$ cat src/rtl/muldiv_seq.sv
// muldiv_seq: RV32M multiply/divide sequencer with a registered multiplier and a restoring divider.
// Latency: MUL ops and divide special cases pulse done in cycle 2, other divides in cycle XLEN+2.
// Backpressure: one op at a time; starts while busy are ignored; div_stall holds EX until done.
// Optional macro MULDIV_EARLY_EXIT_EN: divides with |a| < |b| finish from PREP in cycle 2.
module muldiv_seq #(
   parameter int XLEN = 32
) (
   input  logic            clk,
   input  logic            rst_n,
   input  logic            start,
   input  logic            flush,
   input  logic [4:0]      alu_op,
   input  logic [XLEN-1:0] operand_a,
   input  logic [XLEN-1:0] operand_b,
   output logic            busy,
   output logic            done,
   output logic [XLEN-1:0] result,
   output logic            div_stall
);

   localparam int              CW       = $clog2(XLEN) + 1;
   localparam logic [CW-1:0]   LAST_CNT = CW'(XLEN - 1);
   localparam logic [XLEN-1:0] MIN_NEG  = {1'b1, {(XLEN-1){1'b0}}};

   typedef enum logic [2:0] {S_IDLE, S_MUL, S_PREP, S_ITER, S_DONE} state_t;

   state_t          r_state;
   state_t          w_next;

   // r_quot doubles as operand A / product / quotient, r_div as operand B / divisor
   logic [2:0]      r_op;
   logic [XLEN-1:0] r_quot;
   logic [XLEN-1:0] r_div;
   logic [XLEN:0]   r_rem;
   logic [CW-1:0]   r_cnt;
   logic            r_qsign;
   logic            r_rsign;
   logic            r_sel_rem;
   logic [XLEN-1:0] r_result;

   logic              w_accept;
   logic              w_is_div;
   logic              w_mul_a_sgn;
   logic              w_mul_b_sgn;
   logic [2*XLEN-1:0] w_mul_a;
   logic [2*XLEN-1:0] w_mul_b;
   logic [2*XLEN-1:0] w_prod;
   logic [XLEN-1:0]   w_mul_res;
   logic              w_div_sgn;
   logic              w_is_rem;
   logic              w_a_neg;
   logic              w_b_neg;
   logic [XLEN-1:0]   w_mag_a;
   logic [XLEN-1:0]   w_mag_b;
   logic              w_div_zero;
   logic              w_ovf;
   logic              w_special;
   logic [XLEN-1:0]   w_special_val;
   logic              w_early;
   logic [XLEN:0]     w_rem_sh;
   logic [XLEN:0]     w_diff;
   logic              w_fits;
   logic [XLEN:0]     w_step_rem;
   logic [XLEN-1:0]   w_step_quot;
   logic [XLEN-1:0]   w_q_fin;
   logic [XLEN-1:0]   w_r_fin;
   logic [XLEN-1:0]   w_final;
   logic [1:0]        w_unused;

   // Only the M-extension ops (alu_op[4] set) start work, and only when not mid-op.
   assign w_accept = start & ~flush & alu_op[4] & ((r_state == S_IDLE) | (r_state == S_DONE));
   assign w_is_div = alu_op[2];

   // Multiplier: sign-extend per op to 2*XLEN so one unsigned multiply covers all variants.
   assign w_mul_a_sgn = (r_op[1:0] == 2'd1) | (r_op[1:0] == 2'd2);
   assign w_mul_b_sgn = (r_op[1:0] == 2'd1);
   assign w_mul_a     = {{XLEN{w_mul_a_sgn & r_quot[XLEN-1]}}, r_quot};
   assign w_mul_b     = {{XLEN{w_mul_b_sgn & r_div[XLEN-1]}}, r_div};
   assign w_prod      = w_mul_a * w_mul_b;
   assign w_mul_res   = (r_op[1:0] == 2'd0) ? w_prod[XLEN-1:0] : w_prod[2*XLEN-1:XLEN];

   // Divide preparation: op[0]=0 means signed (DIV/REM), op[1]=1 means remainder wanted.
   assign w_div_sgn  = ~r_op[0];
   assign w_is_rem   = r_op[1];
   assign w_a_neg    = w_div_sgn & r_quot[XLEN-1];
   assign w_b_neg    = w_div_sgn & r_div[XLEN-1];
   assign w_mag_a    = w_a_neg ? -r_quot : r_quot;
   assign w_mag_b    = w_b_neg ? -r_div : r_div;
   assign w_div_zero = (r_div == '0);
   assign w_ovf      = w_div_sgn & (r_quot == MIN_NEG) & (r_div == '1);
   assign w_special  = w_div_zero | w_ovf;
   // Divide-by-zero gives all ones / dividend; signed overflow gives MIN_NEG / zero.
   assign w_special_val = w_div_zero ? (w_is_rem ? r_quot : '1)
                                     : (w_is_rem ? '0 : MIN_NEG);

`ifdef MULDIV_EARLY_EXIT_EN
   assign w_early = ~w_div_zero & (w_mag_a < w_mag_b);
`else
   assign w_early = 1'b0;
`endif

   // One restoring step: shift the next dividend bit in, subtract, keep if non-negative.
   assign w_rem_sh    = {r_rem[XLEN-1:0], r_quot[XLEN-1]};
   assign w_diff      = w_rem_sh - {1'b0, r_div};
   assign w_fits      = ~w_diff[XLEN];
   assign w_step_rem  = w_fits ? w_diff : w_rem_sh;
   assign w_step_quot = {r_quot[XLEN-2:0], w_fits};

   // Sign correction applied while in DONE; MUL and special results carry clear sign flags.
   assign w_q_fin = r_qsign ? -r_quot : r_quot;
   assign w_r_fin = r_rsign ? -r_rem[XLEN-1:0] : r_rem[XLEN-1:0];
   assign w_final = r_sel_rem ? w_r_fin : w_q_fin;

   // alu_op[3] does not affect decode; the remainder top bit only absorbs the subtract borrow.
   assign w_unused = {alu_op[3], r_rem[XLEN]};

   // State register.
   always_ff @(posedge clk or negedge rst_n) begin
      if (!rst_n) r_state <= S_IDLE;
      else        r_state <= w_next;
   end

   // Next-state logic; flush overrides everything, including a same-cycle start.
   always_comb begin
      w_next = S_IDLE;
      if (!flush) begin
         case (r_state)
            S_IDLE:  w_next = w_accept ? (w_is_div ? S_PREP : S_MUL) : S_IDLE;
            S_MUL:   w_next = S_DONE;
            S_PREP:  w_next = (w_special | w_early) ? S_DONE : S_ITER;
            S_ITER:  w_next = (r_cnt == LAST_CNT) ? S_DONE : S_ITER;
            S_DONE:  w_next = w_accept ? (w_is_div ? S_PREP : S_MUL) : S_IDLE;
            default: w_next = S_IDLE;
         endcase
      end
   end

   // Control outputs; div_stall drops in DONE so EX can capture the result.
   always_comb begin
      busy      = (r_state != S_IDLE);
      done      = (r_state == S_DONE) & ~flush;
      div_stall = ~flush & (((r_state == S_IDLE) & w_accept) | (r_state == S_MUL) |
                            (r_state == S_PREP) | (r_state == S_ITER));
   end

   // Datapath: latch operands on accept, then multiply, prepare or iterate per state.
   always_ff @(posedge clk or negedge rst_n) begin
      if (!rst_n) begin
         r_op      <= '0;
         r_quot    <= '0;
         r_div     <= '0;
         r_rem     <= '0;
         r_cnt     <= '0;
         r_qsign   <= 1'b0;
         r_rsign   <= 1'b0;
         r_sel_rem <= 1'b0;
      end else if (w_accept) begin
         r_op      <= alu_op[2:0];
         r_quot    <= operand_a;
         r_div     <= operand_b;
         r_rem     <= '0;
         r_cnt     <= '0;
         r_qsign   <= 1'b0;
         r_rsign   <= 1'b0;
         r_sel_rem <= 1'b0;
      end else begin
         case (r_state)
            S_MUL: begin
               r_quot <= w_mul_res;
            end
            S_PREP: begin
               if (w_special) begin
                  r_quot <= w_special_val;
               end else if (w_early) begin
                  // Quotient is zero and the remainder is the dividend exactly as given.
                  r_rem     <= {1'b0, r_quot};
                  r_quot    <= '0;
                  r_sel_rem <= w_is_rem;
               end else begin
                  r_quot    <= w_mag_a;
                  r_div     <= w_mag_b;
                  r_rem     <= '0;
                  r_cnt     <= '0;
                  r_qsign   <= w_a_neg ^ w_b_neg;
                  r_rsign   <= w_a_neg;
                  r_sel_rem <= w_is_rem;
               end
            end
            S_ITER: begin
               r_rem  <= w_step_rem;
               r_quot <= w_step_quot;
               r_cnt  <= r_cnt + 1'b1;
            end
            default: ;
         endcase
      end
   end

   // Result holding register, refreshed when DONE completes without a flush.
   always_ff @(posedge clk or negedge rst_n) begin
      if (!rst_n)                              r_result <= '0;
      else if ((r_state == S_DONE) && !flush)  r_result <= w_final;
   end

   assign result = ((r_state == S_DONE) && !flush) ? w_final : r_result;

endmodule

$ cat config.mk
export PLATFORM = sky130hd
export DESIGN_NAME = muldiv_seq
export DESIGN_NICKNAME = d
export VERILOG_FILES = /design/src/rtl/muldiv_seq.sv
export SDC_FILE = /design/constraint.sdc
export NUM_CORES = 2
export LEC_CHECK = 0
export CAP_MARGIN = 20
export CORE_MARGIN = 2
export CORE_UTILIZATION = 50
export DETAILED_ROUTE_END_ITERATION = 10
export PLACE_DENSITY = 0.62
export SETUP_SLACK_MARGIN = 0.15
export SLEW_MARGIN = 20
export SYNTH_ARGS = -nofsm -noshare
export SYNTH_HDL_FRONTEND = slang
export SYNTH_SLANG_ARGS = --single-unit
$ cat constraint.sdc
create_clock -name clk -period 11.55 [get_ports clk]
set_clock_uncertainty 0.2 [all_clocks]
set_input_delay 2.31 -clock clk [delete_from_list [all_inputs] [get_ports clk]]
set_output_delay 2.31 -clock clk [all_outputs]
set_load 0.02 [all_outputs]
Word-level counts from Yosys, hierarchy flattened
Index checks and enable logic that the tools add are counted.
- bits in registers: 142
- input bits: 73
- output and inout bits: 35
- logic and storage cells: 104
- $add $sub $neg: 5
- multiply operators: 1
- equality and inequality tests: 13
- muxes and demuxes: 38
- bitwise operators: 22
- reductions and logical operators: 15
- operator list (operator ; count):
    32-bit two-way mux ; 18
    32-bit negator ; 3
    32-bit case mux with 3 select lines ; 1
    32-bit equality test (second input constant) ; 2
    33-bit by 33-bit multiplier with 64-bit output ; 1
    32-bit case mux with 2 select lines ; 1
    33-bit by 32-bit subtractor with 33-bit output ; 1
    32-bit zero test ; 1
    1-bit AND ; 12
    6-bit two-way mux ; 2
    3-bit case mux with 4 select lines ; 1
    6-bit case mux with 2 select lines ; 1
    1-bit two-way mux ; 9
    3-bit two-way mux ; 3
    6-bit by 1-bit adder with 6-bit output (second input constant) ; 1
    3-bit by 2-bit equality test with 1-bit output (second input constant) ; 2
    6-bit by 5-bit equality test with 1-bit output (second input constant) ; 1
    1-bit OR ; 6
    3-bit AND reduction ; 2
    3-bit nonzero test ; 2
    5-bit != test (second input constant) ; 1
    2-bit two-way mux ; 2
    4-bit != test (second input constant) ; 1
    2-bit AND reduction ; 2
    15 further kinds ; 18

Logic depth before layout (Yosys ltp)
- depth in word-level cells: 9
- mapped depth: 34
- depth with buffers taken out: 31

Least setup slack after synthesis
No wires, ideal clock.
- kind: reg-to-reg
- from: reg r_op[0]
- to: reg r_quot[27]
- library setup time: 82 ps
- arrival time: 8584 ps
- required time: 11268 ps
- setup slack: 2684 ps
- stages on the path, launching flop included: 30
- path buffers: 3
- period minus slack after synthesis: 8866 ps
- path through: dfrtp_1 inv_1 ha_1 and2_1 clkbuf_1 clkbuf_1 nand2_1 inv_1 fa_1 inv_1 fa_1 inv_1 fa_1 fa_1 inv_1 fa_1 inv_1 fa_1 inv_1 fa_1 fa_1 inv_1 ha_1 buf_1 nand4_1 or4_1 o21ai_0 a21oi_1 or4b_2 a31oi_1
- cells in the longest elaborated chain, start to end: 7
- elaborated cells between the ends (all ways): 19
- classes of those cells: mul: 1; eq/ne: 4; mux: 4; bitwise: 8; reduce/logical: 2
- RTL lines (element ; RTL line ; RTL):
    start, declared ; 31 ; logic [2:0] r_op;
    start signal, assigned ; 158 ; r_op <= alu_op[2:0];
    2-bit by 1-bit equality test with 1-bit output (tied with other cells) ; 75, 76 ;
    1-bit OR or 1-bit AND (tied branches) ; 75, 90 ;
    1-bit AND, on equally long branches ; 77, 90 ;
    33-bit by 33-bit multiplier with 64-bit output or 1-bit OR (tied branches) ; 79, 91 ;
    32-bit two-way mux, on equally long branches ; 80, 172 ;
    32-bit case mux with 3 select lines ; 167 ; case (r_state)
    32-bit two-way mux ; 157 ; end else if (w_accept) begin
    end signal, assigned ; 159 ; r_quot <= operand_a;
    end signal, assigned ; 169 ; r_quot <= w_mul_res;
    end signal, assigned ; 173 ; r_quot <= w_special_val;
    end, declared ; 32 ; logic [XLEN-1:0] r_quot;
Parallel ways exist; a longest one is shown, timed or not.
A chain may end at the register's enable or synchronous reset.

Worst setup path in the final report
- from: reg r_op[0]
- to: reg r_quot[31]
The elaborated chain is that of the path after synthesis.

==> impl_metrics.toml <==
[status]
status = "complete, no violations"

[clocking]
clk_pin_slew_ns = 0.07
htreeDepth = 4
tritoncts_num_sinks = 142
clk_latency_ns = 0.46
cts_resized = 0
cts_buffer_depth = 2
postCtsSetupBuffers = 0
cts_hold_buf = 0
cts_tree = "yes"
numCtsBuffers = 17
cts-root-buf = "clkbuf_16"

[worst_setup_path]
max_stage_delay_ns = 0.63
crit_path_max_fanout = 18
endpoint_kind = "flip-flop"
slowest_stage = "fa_1"
cp.arrival_ns = 10.14
crit_required_ns = 11.69
cp-start-kind = "flip-flop"
path_class = "flip-flop to flip-flop"
cp_common_cell = "fa_1"

[drt]
wl_met1_um = 66500
drt-initial-drc-count = 3538
via_count = 38819
wire_per_inst_um = 23.2
wl_um = 160000
dr.pass1.iters = 8
drc = 0
route.met3.wl_um = 13900
via_per_inst = 5.64
highest-signal-layer = "met4"
antenna_left = 0
dr_wl_met2_um = 73000

[die]
ios = 108
rows = 114
fp.dieH_um = 317
start_util_pct = 50.6
die_area_um2 = 101000
fp.dieW_um = 317
core_um2 = 97000

[layout]
drive_above_1_share_pct = 3.41
design_area_um2 = 51800
area_delta_synth_final_pct = 5.58
fill_cells = 9199
fin_nets = 7043

[synthesis]
ys_seq_area_share_pct = 7.24
yosys.cell_types.count = 78
synth-seq-cells = 142
synth_edf_count = 0
async_flop_share_pct = 100
syn_area_um2 = 49100
yosysWarnings = 0
synth.avg_cell_area_um2 = 8.56
synth_cells = 5735
yosys_most_used_dff = "dfrtp_1"
syn_nets = 7186

[global_routing]
antenna_found_initial = 5
grt.overflow.total = 0
grt_max_degree = 90
grt_pass1_wl_um = 251000
grt.total_usage_pct = 33.3
grt_pass1_vias = 40960

[flow_run]
cap_violations = 0

[place]
place_congestion = 0.967
hpwl_um = 126000
portBuffers = 106
placed_area_um2 = 51200

[sta]
relSlewSlack_pct = 22.5
tns_ns = 0
slew_viol_final = 0
period_share_pct = 86.6
fmax_mhz = 100
rsz0062_at_grt = "false"
hold_violations = 0
worst_pin_slew_ns = 1.16
period_minus_slack_ns = 10.0
setup_viol = 0

[min_path]
hold_class = "flip-flop to flip-flop"
critical path: cells and delay by family (launching register included):
| family | cells | cell delay, ns |
|---|---|---|
| AOI/OAI and AO/OA | 9 | 2.12 |
| xor gates and xnor gates | 1 | 0.15 |
| buffers and inverters | 7 | 1.21 |
| adders and majority gates | 10 | 4.73 |
| DFF | 1 | 0.46 |
| and+or+nand+nor | 3 | 1.00 |
area by class of cell:
class	instances	area [µm²]	share of cell area [%]
timing repair buffer	204	1810	3.49
sequential	142	3580	6.90
clock buffer	20	447	0.862
clock inverter	12	185	0.357
inverter	1242	4660	9.00
multi-input combinational	3985	39500	76.3
tap	1276	1600	3.08
antenna	7	17.5	0.0338
final timing paths:
path	from	endpoint	slack [ns]	cells past startpoint
min	r_cnt[5]	r_cnt[5]	0.29	1
min reg2reg	r_cnt[5]	r_cnt[5]	0.29	1
max	r_op[0]	r_quot[31]	1.55	30
max in group asynchronous	rst_n	r_div[13]	8.24	2
max reg2reg	r_op[0]	r_quot[31]	1.55	30
min in group asynchronous	rst_n	r_result[25]	1.68	1
cells by family after synthesis:
| group | Yosys count | synth area share, % |
|---|---|---|
| buffers and inverters | 1608 | 12.3 |
| flip-flops | 142 | 7.24 |
| multiplexers | 14 | 0.286 |
| AND/OR/NAND/NOR | 1716 | 15.7 |
| adder cells (fa/ha/maj) | 1378 | 52.4 |
| AO/OA/AOI/OAI | 674 | 8.49 |
| XOR/XNOR | 203 | 3.62 |
placed cells by master, fill, tap and decap left out, types with 17 or more instances in the layout:
master / instances
o31ai_1: 17
nand2_1: 1031
dfrtp_2: 19
nor2_1: 181
clkdlybuf4s50_1: 105
buf_4: 96
dfrtp_1: 123
o21ai_0: 251
and2_1: 234
a21o_1: 62
a211oi_1: 17
xor2_1: 70
and3_1: 38
nand3_1: 41
nand4_1: 28
fa_1: 1125
nor3_1: 35
clkbuf_16: 17
ha_1: 252
nand2b_1: 25
a21oi_1: 153
inv_1: 1240
a31oi_1: 17
xnor2_1: 133
o211ai_1: 18
per-layer routing:
layer,vias to the layer above,track usage [%]
li1,16908,-
met4,0,11.8
met5,-,0
met1,19998,45.9
met3,291,6.96
met2,1622,52.5
cell usage after synthesis, types with 5 or more instances:
cell,instances,area share [%]
a21oi_1,153,1.6
xor2_1,70,1.2
o21ai_0,251,2.6
a22oi_1,6,0.092
or2_2,14,0.18
ha_1,252,6.4
nand2b_1,25,0.32
a31oi_1,17,0.22
o2111ai_1,6,0.11
o41ai_1,7,0.12
a21o_1,62,0.95
and3_1,39,0.50
inv_1,1240,9.5
nor2b_1,11,0.14
o31ai_1,17,0.26
a311oi_1,6,0.11
or4_1,16,0.24
mux2i_1,14,0.29
and4_1,5,0.089
fa_1,1126,46
o21ai_1,6,0.061
xnor2_1,133,2.4
nor4_1,13,0.17
nor3b_1,5,0.076
a211oi_1,17,0.26
or3_1,13,0.17
dfrtp_1,142,7.2
clkbuf_1,290,2.2
nor3_1,37,0.38
o22ai_1,6,0.076
nand4_1,28,0.36
and2_1,234,3.0
o211ai_1,18,0.28
nor2_1,182,1.4
buf_1,71,0.54
o21a_1,11,0.17
nand2_1,1033,7.9
a32oi_1,11,0.20
o21bai_1,16,0.24
nand3_1,41,0.42
a222oi_1,7,0.14
a41oi_1,7,0.12
a221oi_1,14,0.25
state kept, by name (all words and copies together) (netlist names):
name       flops
r_cnt          6
r_div         32
r_op           2
r_qsign        1
r_quot        32
r_rem         32
r_result      32
r_rsign        1
r_sel_rem      1
r_state        3
stage by stage:
stage | std cells | util [%] | setup slack (ns) | hold slack (ns)
after floorplan | 5735 | - | 2.68 | 0.244
after global placement | 6848 | 52.7 | 1.57 | 0.275
after detailed placement | 6849 | 52.7 | 1.51 | 0.274
after CTS | 6881 | 53.4 | 1.48 | 0.286
after global routing | 6881 | 53.4 | 1.13 | 0.317
final | 6888 | 53.4 | 1.55 | 0.287
Power is left out: the tool's default activity adds up to more than one toggle a clock period on the data nets, which glitch-free logic cannot reach.
